[src/rtl/muldiv_iter.sv]
// muldiv_iter: iterative RISC-V M-extension multiply/divide unit.
// W-bit operands, one bit per cycle: radix-2 shift-add multiply and
// restoring divide. Valid/ready on both sides, synchronous kill for flushes.
// Optional build macro MULDIV_ITER_EARLY_EXIT_EN: a multiply leaves CALC as
// soon as the remaining multiplier bits are all zero. It does this by
// barrel-shifting the accumulator by the number of steps still pending.
module muldiv_iter #(
   parameter int W = 32
) (
   input  logic         s_clk_i,
   input  logic         s_resetn_i,
   input  logic         s_valid_i,
   output logic         s_ready_o,
   input  logic [2:0]   s_function_i,
   input  logic [W-1:0] s_operand1_i,
   input  logic [W-1:0] s_operand2_i,
   input  logic         s_kill_i,
   output logic         s_valid_o,
   input  logic         s_ready_i,
   output logic [W-1:0] s_result_o
);

   localparam int CW = $clog2(W + 1);

   localparam logic [W-1:0]    ZERO_W  = {W{1'b0}};
   localparam logic [W-1:0]    ONES_W  = {W{1'b1}};
   localparam logic [W-1:0]    MIN_W   = {1'b1, {(W-1){1'b0}}};
   localparam logic [CW-1:0]   CNT_ONE = CW'(1);
   localparam logic [CW-1:0]   CNT_W   = CW'(W);

   typedef enum logic [1:0] {
      ST_IDLE = 2'd0,
      ST_CALC = 2'd1,
      ST_FIX  = 2'd2,
      ST_DONE = 2'd3
   } state_t;

   // two's complement of a W-bit value
   function automatic logic [W-1:0] neg_w(input logic [W-1:0] v);
      return ~v + {{(W-1){1'b0}}, 1'b1};
   endfunction

   // two's complement of a 2W-bit value
   function automatic logic [2*W-1:0] neg_2w(input logic [2*W-1:0] v);
      return ~v + {{(2*W-1){1'b0}}, 1'b1};
   endfunction

   state_t          state_r;
   logic [2:0]      func_r;
   logic            neg_r;
   logic [W-1:0]    opa_r;     // multiplicand magnitude
   logic [W-1:0]    opb_r;     // multiplier (shifts right) or divisor magnitude
   logic [2*W:0]    acc_r;     // product accumulator / {partial remainder, quotient}
   logic [CW-1:0]   cnt_r;
   logic            valid_r;
   logic [W-1:0]    result_r;

   logic            signed1_s;
   logic            signed2_s;
   logic            sign1_s;
   logic            sign2_s;
   logic [W-1:0]    mag1_s;
   logic [W-1:0]    mag2_s;
   logic            neg_s;
   logic            direct_s;
   logic [W-1:0]    direct_val_s;

   logic [W:0]      mul_sum_s;
   logic [2*W:0]    mul_next_s;
   logic [W+1:0]    div_diff_s;
   logic            div_borrow_s;
   logic [2*W:0]    div_next_s;
   logic [2*W-1:0]  prod_s;
   logic [W-1:0]    quo_rem_s;
   logic [W-1:0]    fix_val_s;

   assign s_ready_o  = (state_r == ST_IDLE);
   assign s_valid_o  = valid_r;
   assign s_result_o = result_r;

   // request decode: operand signedness, magnitudes, negate flag, direct results
   always_comb begin
      signed1_s    = 1'b0;
      signed2_s    = 1'b0;
      neg_s        = 1'b0;
      direct_s     = 1'b0;
      direct_val_s = ZERO_W;
      case (s_function_i)
         3'b000, 3'b001, 3'b100, 3'b110: begin
            signed1_s = 1'b1;
            signed2_s = 1'b1;
         end
         3'b010: begin
            signed1_s = 1'b1;
            signed2_s = 1'b0;
         end
         default: begin
            signed1_s = 1'b0;
            signed2_s = 1'b0;
         end
      endcase
      sign1_s = signed1_s & s_operand1_i[W-1];
      sign2_s = signed2_s & s_operand2_i[W-1];
      mag1_s  = sign1_s ? neg_w(s_operand1_i) : s_operand1_i;
      mag2_s  = sign2_s ? neg_w(s_operand2_i) : s_operand2_i;
      // remainder takes the dividend's sign, everything else the XOR
      if (s_function_i[2] && s_function_i[1]) begin
         neg_s = sign1_s;
      end else begin
         neg_s = sign1_s ^ sign2_s;
      end
      if (s_function_i[2] && (s_operand2_i == ZERO_W)) begin
         direct_s     = 1'b1;
         direct_val_s = s_function_i[1] ? s_operand1_i : ONES_W;
      end else if (s_function_i[2] && !s_function_i[0] &&
                   (s_operand1_i == MIN_W) && (s_operand2_i == ONES_W)) begin
         direct_s     = 1'b1;
         direct_val_s = s_function_i[1] ? ZERO_W : s_operand1_i;
      end else if (s_operand1_i == ZERO_W) begin
         direct_s     = 1'b1;
         direct_val_s = ZERO_W;
      end else begin
         direct_s     = 1'b0;
         direct_val_s = ZERO_W;
      end
   end

   // one iteration step of the shift-add multiplier and the restoring divider
   always_comb begin
      mul_sum_s    = acc_r[2*W:W] + {1'b0, (opb_r[0] ? opa_r : ZERO_W)};
      mul_next_s   = {1'b0, mul_sum_s, acc_r[W-1:1]};
      div_diff_s   = {1'b0, acc_r[2*W-1:W-1]} - {2'b00, opb_r};
      div_borrow_s = div_diff_s[W+1];
      if (div_borrow_s) begin
         div_next_s = {1'b0, acc_r[2*W-2:0], 1'b0};
      end else begin
         div_next_s = {1'b0, div_diff_s[W-1:0], acc_r[W-2:0], 1'b1};
      end
   end

   // final sign fix-up and half/quotient/remainder selection
   always_comb begin
      prod_s    = neg_r ? neg_2w(acc_r[2*W-1:0]) : acc_r[2*W-1:0];
      quo_rem_s = func_r[1] ? acc_r[2*W-1:W] : acc_r[W-1:0];
      if (func_r[2]) begin
         fix_val_s = neg_r ? neg_w(quo_rem_s) : quo_rem_s;
      end else if (func_r[1:0] != 2'b00) begin
         fix_val_s = prod_s[2*W-1:W];
      end else begin
         fix_val_s = prod_s[W-1:0];
      end
   end

   // control FSM with datapath registers and registered outputs
   always_ff @(posedge s_clk_i or negedge s_resetn_i) begin
      if (!s_resetn_i) begin
         state_r  <= ST_IDLE;
         func_r   <= 3'b000;
         neg_r    <= 1'b0;
         opa_r    <= ZERO_W;
         opb_r    <= ZERO_W;
         acc_r    <= {(2*W+1){1'b0}};
         cnt_r    <= {CW{1'b0}};
         valid_r  <= 1'b0;
         result_r <= ZERO_W;
      end else if (s_kill_i) begin
         state_r  <= ST_IDLE;
         valid_r  <= 1'b0;
         result_r <= ZERO_W;
      end else begin
         case (state_r)
            ST_IDLE: begin
               if (s_valid_i) begin
                  func_r <= s_function_i;
                  neg_r  <= neg_s;
                  opa_r  <= mag1_s;
                  opb_r  <= mag2_s;
                  cnt_r  <= CNT_W;
                  // divide starts with the dividend in the quotient half
                  acc_r  <= s_function_i[2] ? {{(W+1){1'b0}}, mag1_s}
                                            : {(2*W+1){1'b0}};
                  if (direct_s) begin
                     result_r <= direct_val_s;
                     valid_r  <= 1'b1;
                     state_r  <= ST_DONE;
                  end else begin
                     state_r  <= ST_CALC;
                  end
               end
            end
            ST_CALC: begin
               if (func_r[2]) begin
                  acc_r <= div_next_s;
                  cnt_r <= cnt_r - CNT_ONE;
                  if (cnt_r == CNT_ONE) begin
                     state_r <= ST_FIX;
                  end
               end
`ifdef MULDIV_ITER_EARLY_EXIT_EN
               else if (opb_r == ZERO_W) begin
                  // remaining steps would only shift: do them all at once
                  acc_r   <= acc_r >> cnt_r;
                  cnt_r   <= {CW{1'b0}};
                  state_r <= ST_FIX;
               end
`endif
               else begin
                  acc_r <= mul_next_s;
                  opb_r <= opb_r >> 1;
                  cnt_r <= cnt_r - CNT_ONE;
                  if (cnt_r == CNT_ONE) begin
                     state_r <= ST_FIX;
                  end
               end
            end
            ST_FIX: begin
               result_r <= fix_val_s;
               valid_r  <= 1'b1;
               state_r  <= ST_DONE;
            end
            ST_DONE: begin
               if (s_ready_i) begin
                  valid_r <= 1'b0;
                  state_r <= ST_IDLE;
               end
            end
            default: begin
               state_r <= ST_IDLE;
               valid_r <= 1'b0;
            end
         endcase
      end
   end

endmodule

[config.mk]
export PLATFORM = sky130hd
export DESIGN_NAME = muldiv_iter
export DESIGN_NICKNAME = d
export VERILOG_FILES = /design/src/rtl/muldiv_iter.sv
export SDC_FILE = /design/constraint.sdc
export NUM_CORES = 1
export LEC_CHECK = 0
export BUFFER_PORTS_ARGS = -buffer_cell sky130_fd_sc_hd__buf_2
export CORE_ASPECT_RATIO = 1.4
export CORE_MARGIN = 10
export CORE_UTILIZATION = 45
export CTS_BUF_LIST = sky130_fd_sc_hd__clkbuf_4 sky130_fd_sc_hd__clkbuf_8
export CTS_CLUSTER_SIZE = 14
export DETAILED_ROUTE_END_ITERATION = 8
export PLACE_DENSITY = 0.72
export SLEW_MARGIN = 30
export SYNTH_ARGS = -nofsm -noshare
export SYNTH_HDL_FRONTEND = slang
export SYNTH_SLANG_ARGS = --single-unit
export TNS_END_PERCENT = 5
[constraint.sdc]
create_clock -name s_clk_i -period 4.25 [get_ports s_clk_i]
set_clock_uncertainty 0.2 [all_clocks]
set_input_delay 0.6375 -clock s_clk_i [delete_from_list [all_inputs] [get_ports s_clk_i]]
set_output_delay 0.6375 -clock s_clk_i [all_outputs]
set_load 0.01 [all_outputs]
# Word level (Yosys, flattened, before mapping)
# Index checks and enable logic that the tools add are counted.
[op_classes] n_addsub=7 eq_ne=16 mux=43 n_bitwise=8 n_reduce_logical=22
[ops] operator="$mux W32" n=17
[ops] operator="$mux W65" n=2
[ops] operator="$pmux W65 S2" n=1
[ops] operator="$mux W64" n=2
[ops] operator="$pmux W32 S2" n=2
[ops] operator="$add A32 B1 Y32 const B" n=3
[ops] operator="$not A32 Y32" n=3
[ops] operator="$add A64 B1 Y64 const B" n=1
[ops] operator="$eq A32 B32 Y1 const B" n=2
[ops] operator="$logic_not A32 Y1" n=2
[ops] operator="$not A64 Y64" n=1
[ops] operator="$sub A33 B32 Y34" n=1
[ops] operator="$add A33 B32 Y33" n=1
[ops] operator="$pmux W6 S2" n=1
[ops] operator="$reduce_and A3 Y1" n=4
[ops] operator="$mux W1" n=10
[ops] operator="$mux W2" n=5
[ops] operator="$pmux W2 S4" n=1
[ops] operator="$reduce_and A4 Y1" n=2
[ops] operator="$eq A3 B3 Y1 const B" n=2
[ops] operator="$eq A6 B1 Y1 const B" n=1
[ops] operator="$mux W6" n=1
[ops] operator="$ne A3 B3 Y1 const B" n=2
[ops] operator="$sub A6 B1 Y6 const B" n=1
[ops] operator="20 further kinds" n=28
[word_totals] regBits=174 in_bits=72 out_inout_bits=34 elab_cells=105

# Logic depth before layout (Yosys ltp)
[logic_depth] ltp_word=10 ltp_mapped=17 depth_no_buf=13

# Worst setup path before layout
# No wires, ideal clock.
[synth_timing] path_kind="flip-flop to flip-flop" from="register func_r[1]" to="register result_r[24] (netlist: s_result_o[24])" setup_ns=0.110 t_arrival_ns=3.981 t_required_ns=3.940 slack_ns=-0.041 stages_incl_launch_ff=16 n_path_buf=6 period_less_slack_ns=4.291 cell_sequence="dfrtp_1 -> buf_2 -> buf_1 -> clkbuf_1 -> buf_2 -> buf_2 -> buf_1 -> o21a_1 -> ha_1 -> o221ai_1 -> or3_1 -> nand2b_1 -> o41ai_1 -> xor2_1 -> nor2_1 -> o41ai_1"
[synth_via] elab_chain_len=7 word_cells_on_any_way=9 classes_between="add/sub: 1; mux: 6; bitwise: 1; reduce/logical: 1"
[synth_rtl] item="from (decl)" line_no="49" source="logic [2:0] func_r;"
[synth_rtl] item="from (signal assigned)" line_no="174" source="func_r <= s_function_i;"
[synth_rtl] item="$mux W32" line_no="144" source="quo_rem_s = func_r[1] ? acc_r[2*W-1:W] : acc_r[W-1:0];"
[synth_rtl] item="$not A32 Y32" line_no="40" source="return ~v + {{(W-1){1'b0}}, 1'b1};"
[synth_rtl] item="$add A32 B1 Y32" line_no="40"
[synth_rtl] item="$mux W32" line_no="146" source="fix_val_s = neg_r ? neg_w(quo_rem_s) : quo_rem_s;"
[synth_rtl] item="$mux W32 (*)" line_no="145" source="if (func_r[2]) begin"
[synth_rtl] item="$pmux W32 S2 (*)" line_no="171" source="case (state_r)"
[synth_rtl] item="$mux W32 (*)" line_no="166" source="end else if (s_kill_i) begin"
[synth_rtl] item="to (signal assigned)" line_no="183" source="result_r <= direct_val_s;"
[synth_rtl] item="to (signal assigned)" line_no="217" source="result_r <= fix_val_s;"
[synth_rtl] item="to (decl)" line_no="56" source="logic [W-1:0] result_r;"
# Every way passes the cells marked *; elsewhere a longest branch is shown, timed or not.
# A chain may end at the register's enable or synchronous reset.

# Final worst setup path
[layout_timing] from="register opb_r[0]" to="register acc_r[56]"
[layout_via] elab_chain_len=4 word_cells_on_any_way=6 classes_between="add/sub: 2; mux: 4"
[layout_rtl] item="from (decl)" line_no="52" source="logic [W-1:0] opb_r;"
[layout_rtl] item="from (signal assigned)" line_no="177" source="opb_r <= mag2_s;"
[layout_rtl] item="from (signal assigned)" line_no="209" source="opb_r <= opb_r >> 1;"
[layout_rtl] item="$mux W32 or $sub A33 B32 Y34 (tied branches)" line_no="130, 132"
[layout_rtl] item="$add A33 B32 Y33 or $mux W64 (tied branches)" line_no="130, 134"
[layout_rtl] item="$mux W65 (*)" line_no="192" source="if (func_r[2]) begin"
[layout_rtl] item="$pmux W65 S2 (*)" line_no="171"
[layout_rtl] item="to (signal assigned)" line_no="180" source="acc_r <= s_function_i[2] ? {{(W+1){1'b0}}, mag1_s}"
[layout_rtl] item="to (signal assigned)" line_no="193" source="acc_r <= div_next_s;"
[layout_rtl] item="to (signal assigned)" line_no="208" source="acc_r <= mul_next_s;"
[layout_rtl] item="to (decl)" line_no="53" source="logic [2*W:0] acc_r;"
# Marks and branches as above.

==> results.tsv <==
metric	value	unit
Net Count, Synth	2254	
wirelength, routed	60.6	mm
clk_lat worst skew	0.54	ns
# H-tree levels	4	
setup tns final	0	ns
Worst Tran Pin Value	0.997	ns
Vias	16800	
Top delay family on crit path	compound AO/OA/AOI/OAI gates	
Bufs on Longest Clock Path	2	
largest net degree at the start of global routing	75	
final setup violation count	0	
Mapped Cells	2105	
WP data arrival	4.14	ns
Seq/Total Area, Yosys	26.2	%
pwr/cell area	819	mW/mm^2
drt first pass iters	7	
antenna violations before repair	2	
layout cells sized above 1	15.2	%
CP peak stage delay	0.62	ns
period utilization	92.2	%
status	completed	
async set-or-reset flop fraction in the synthesized netlist	100	%
die width	182	microns
syn avg cell area	7.85	sq um
Max-Slew Margin vs Limit	33.4	%
worst path bufs/invs	1	
post-CTS setup buffer count	0	
Placeable Area	0.0365	sq mm
Worst R2R Path Depth	12	
min-delay worst type	primary input to register	
CTS tree	built	
top cell type's share of synthesized area	26.2	%
max cap viols	0	
Post-CTS Resized	0	
max-slew violations	0	
EDFF count, synth	0	
LEAKAGE	7.96	nW
clk sink count	173	
Final min period	3.92	ns
Die Y	247	microns
total power	0.0150	W
CTS root buffer	clkbuf_8	
vias in the first global route	16900	
per-cell routed wire length	22.8	microns
IO Port Bufs	105	
std cell rows	83	
Final Hold Fails	0	
Starting Density	45.3	%
worst-path maximum fanout	15	
clock buffer count from CTS	17	
CP required	4.47	ns
Synth Flop Type	dfrtp_1	
grt ovf	0	
Top Ports	106	
RSZ-0062 raised after global routing	false	
area leader, netlist	dfrtp_1	
critical path, cell by cell	ha_1 > inv_1 > fa_1 > a21o_1 > a221oi_1 > o21ai_0 > a21oi_1 > o31ai_1 > a311oi_1 > xor2_1 > a211oi_1 > a221o_1	
Final Wtd Congestion	1.00	
ANT nets after route	0	
CP startpoint kind	register	
CP max-delay cell	dfrtp_1	
global-route wire length before repair	94.5	mm
hold depth	2	
yosys warns	0	
Area Growth Syn to Fin	11.2	%
total routing usage reported by global routing	26.4	%
Netlist cell types	76	
hold buffers post-CTS	1	
Worst Setup End Kind	register	
Worst-path clk slew	0.10	ns
maximum vdd drop	0.275	mV
Nets	2327	
worst hold slack	0.232	ns
DIE AREA	0.0449	sq mm
DRC viols	0	
initial DRC count	1490	
Detailed Place HPWL	45.9	mm
CP Class	register to register	
critical path depth in cells	12	
Vias/cell	6.32	
Seq cells post-synth	173	
largest cells by area after synthesis	dfrtp_1 26%, ha_1 5.7%, xnor2_1 5.6%	
Post-Syn Area	0.0165	sq mm
Fmax	255	MHz
[worst paths after layout]
| path | slack (ns) | start | to |
|---|---|---|---|
| worst max-delay path | 0.33 | opb_r[0] | acc_r[56] |
| worst min-delay path | 0.23 | s_operand2_i[31] | opb_r[31] |
| worst max register to register | 0.33 | opb_r[0] | acc_r[56] |
| worst min register to register | 0.29 | opb_r[22] | opb_r[22] |
| max in group asynchronous | 2.40 | s_resetn_i | opb_r[7] |
| min in group asynchronous | 0.44 | s_resetn_i | acc_r[25] |
[sequential cells by signal (all words and copies together) (netlist names)]
name / cells
acc_r: 64
cnt_r: 6
func_r: 3
neg_r: 1
opa_r: 32
opb_r: 32
s_result_o: 32
s_valid_o: 1
state_r: 2
[power by group]
part | internal [W] | total (W) | switching, W
combinational | 0.00425 | 0.0104 | 0.00615
clock | 0.000732 | 0.00142 | 0.000693
sequential | 0.00230 | 0.00322 | 0.000919
[placed cells by master, fill, tap and decap left out, types with 8 or more instances in the layout]
master / n
nand2_1: 217
nor2_1: 194
o21ai_0: 171
dfrtp_1: 170
a21oi_1: 166
xnor2_1: 106
buf_2: 104
xor2_1: 87
buf_4: 83
ha_1: 74
inv_1: 68
mux2_2: 66
mux2i_1: 55
nor3_1: 50
o31ai_1: 45
and2_1: 40
a221oi_1: 38
a21o_1: 36
nand3_1: 24
or3_1: 22
a211oi_1: 22
nand4_1: 21
nand2b_1: 19
a22oi_1: 19
clkbuf_8: 19
nor4_1: 18
a31oi_1: 18
o41ai_1: 15
nor2b_1: 14
o211ai_1: 14
and3_1: 13
nor3b_1: 11
or4_1: 10
a22o_1: 10
or2_2: 10
a21boi_0: 8
a221o_1: 8
o221ai_1: 8
[layer usage]
layer,GRT usage [%],wire (microns),up-vias
li1,-,-,7781
met1,29.2,23100,8017
met2,46.2,29800,774
met3,3.86,3690,226
met4,17.8,3950,2
met5,0,14,-
[cells in the mapped netlist, drive strengths merged (36+ instances only)]
library cell	count
a221oi	38
a21oi	168
clkbuf	119
mux2i	55
ha	75
and2	41
mux2	66
nor3	51
a21o	36
nand2	218
nor2	195
o31ai	47
xor2	87
o21ai	176
dfrtp	173
xnor2	106
inv	68
[logic make-up after synthesis]
family	count (synthesis)	synth area share, %
AOI/OAI and AO/OA	646	25.2
xor gates and xnor gates	193	10.2
adders and majority gates	77	5.92
buffers and inverters	209	4.89
DFF	173	26.2
muxes	121	7.83
and+or+nand+nor	686	19.7
[through the flow]
step | cell area [sq um] | utilization (%) | setup slack (ns) | std cells
detailed placement | 17900 | 49.1 | 0.0677 | 2625
floorplan | 16500 | - | 0.117 | 2105
finish | 18400 | 50.4 | 0.330 | 2658
CTS | 18400 | 50.4 | 0.355 | 2657
global placement | 17900 | 49.1 | 0.289 | 2625
global route | 18400 | 50.4 | 0.137 | 2658
[worst register-to-register path, stage by stage, from the launching register on]
cell and delay (ns):
dfrtp_1 0.62, ha_1 0.28, inv_1 0.06, fa_1 0.39, a21o_1 0.22, a221oi_1 0.37
o21ai_0 0.21, a21oi_1 0.35, o31ai_1 0.19, a311oi_1 0.35, xor2_1 0.19, a211oi_1 0.09
a221o_1 0.28
[cell type report]
cell class	count	area [sq um]
Clock inverter	11	190
Tap cell	467	584
Fill cell	3504	18100
Inverter	68	255
Multi-Input combinational cell	1723	11400
Sequential cell	173	4330
Antenna cell	1	2.50
Clock buffer	20	269
Timing Repair Buffer	195	1280
(Power assumes the default switching activity.)
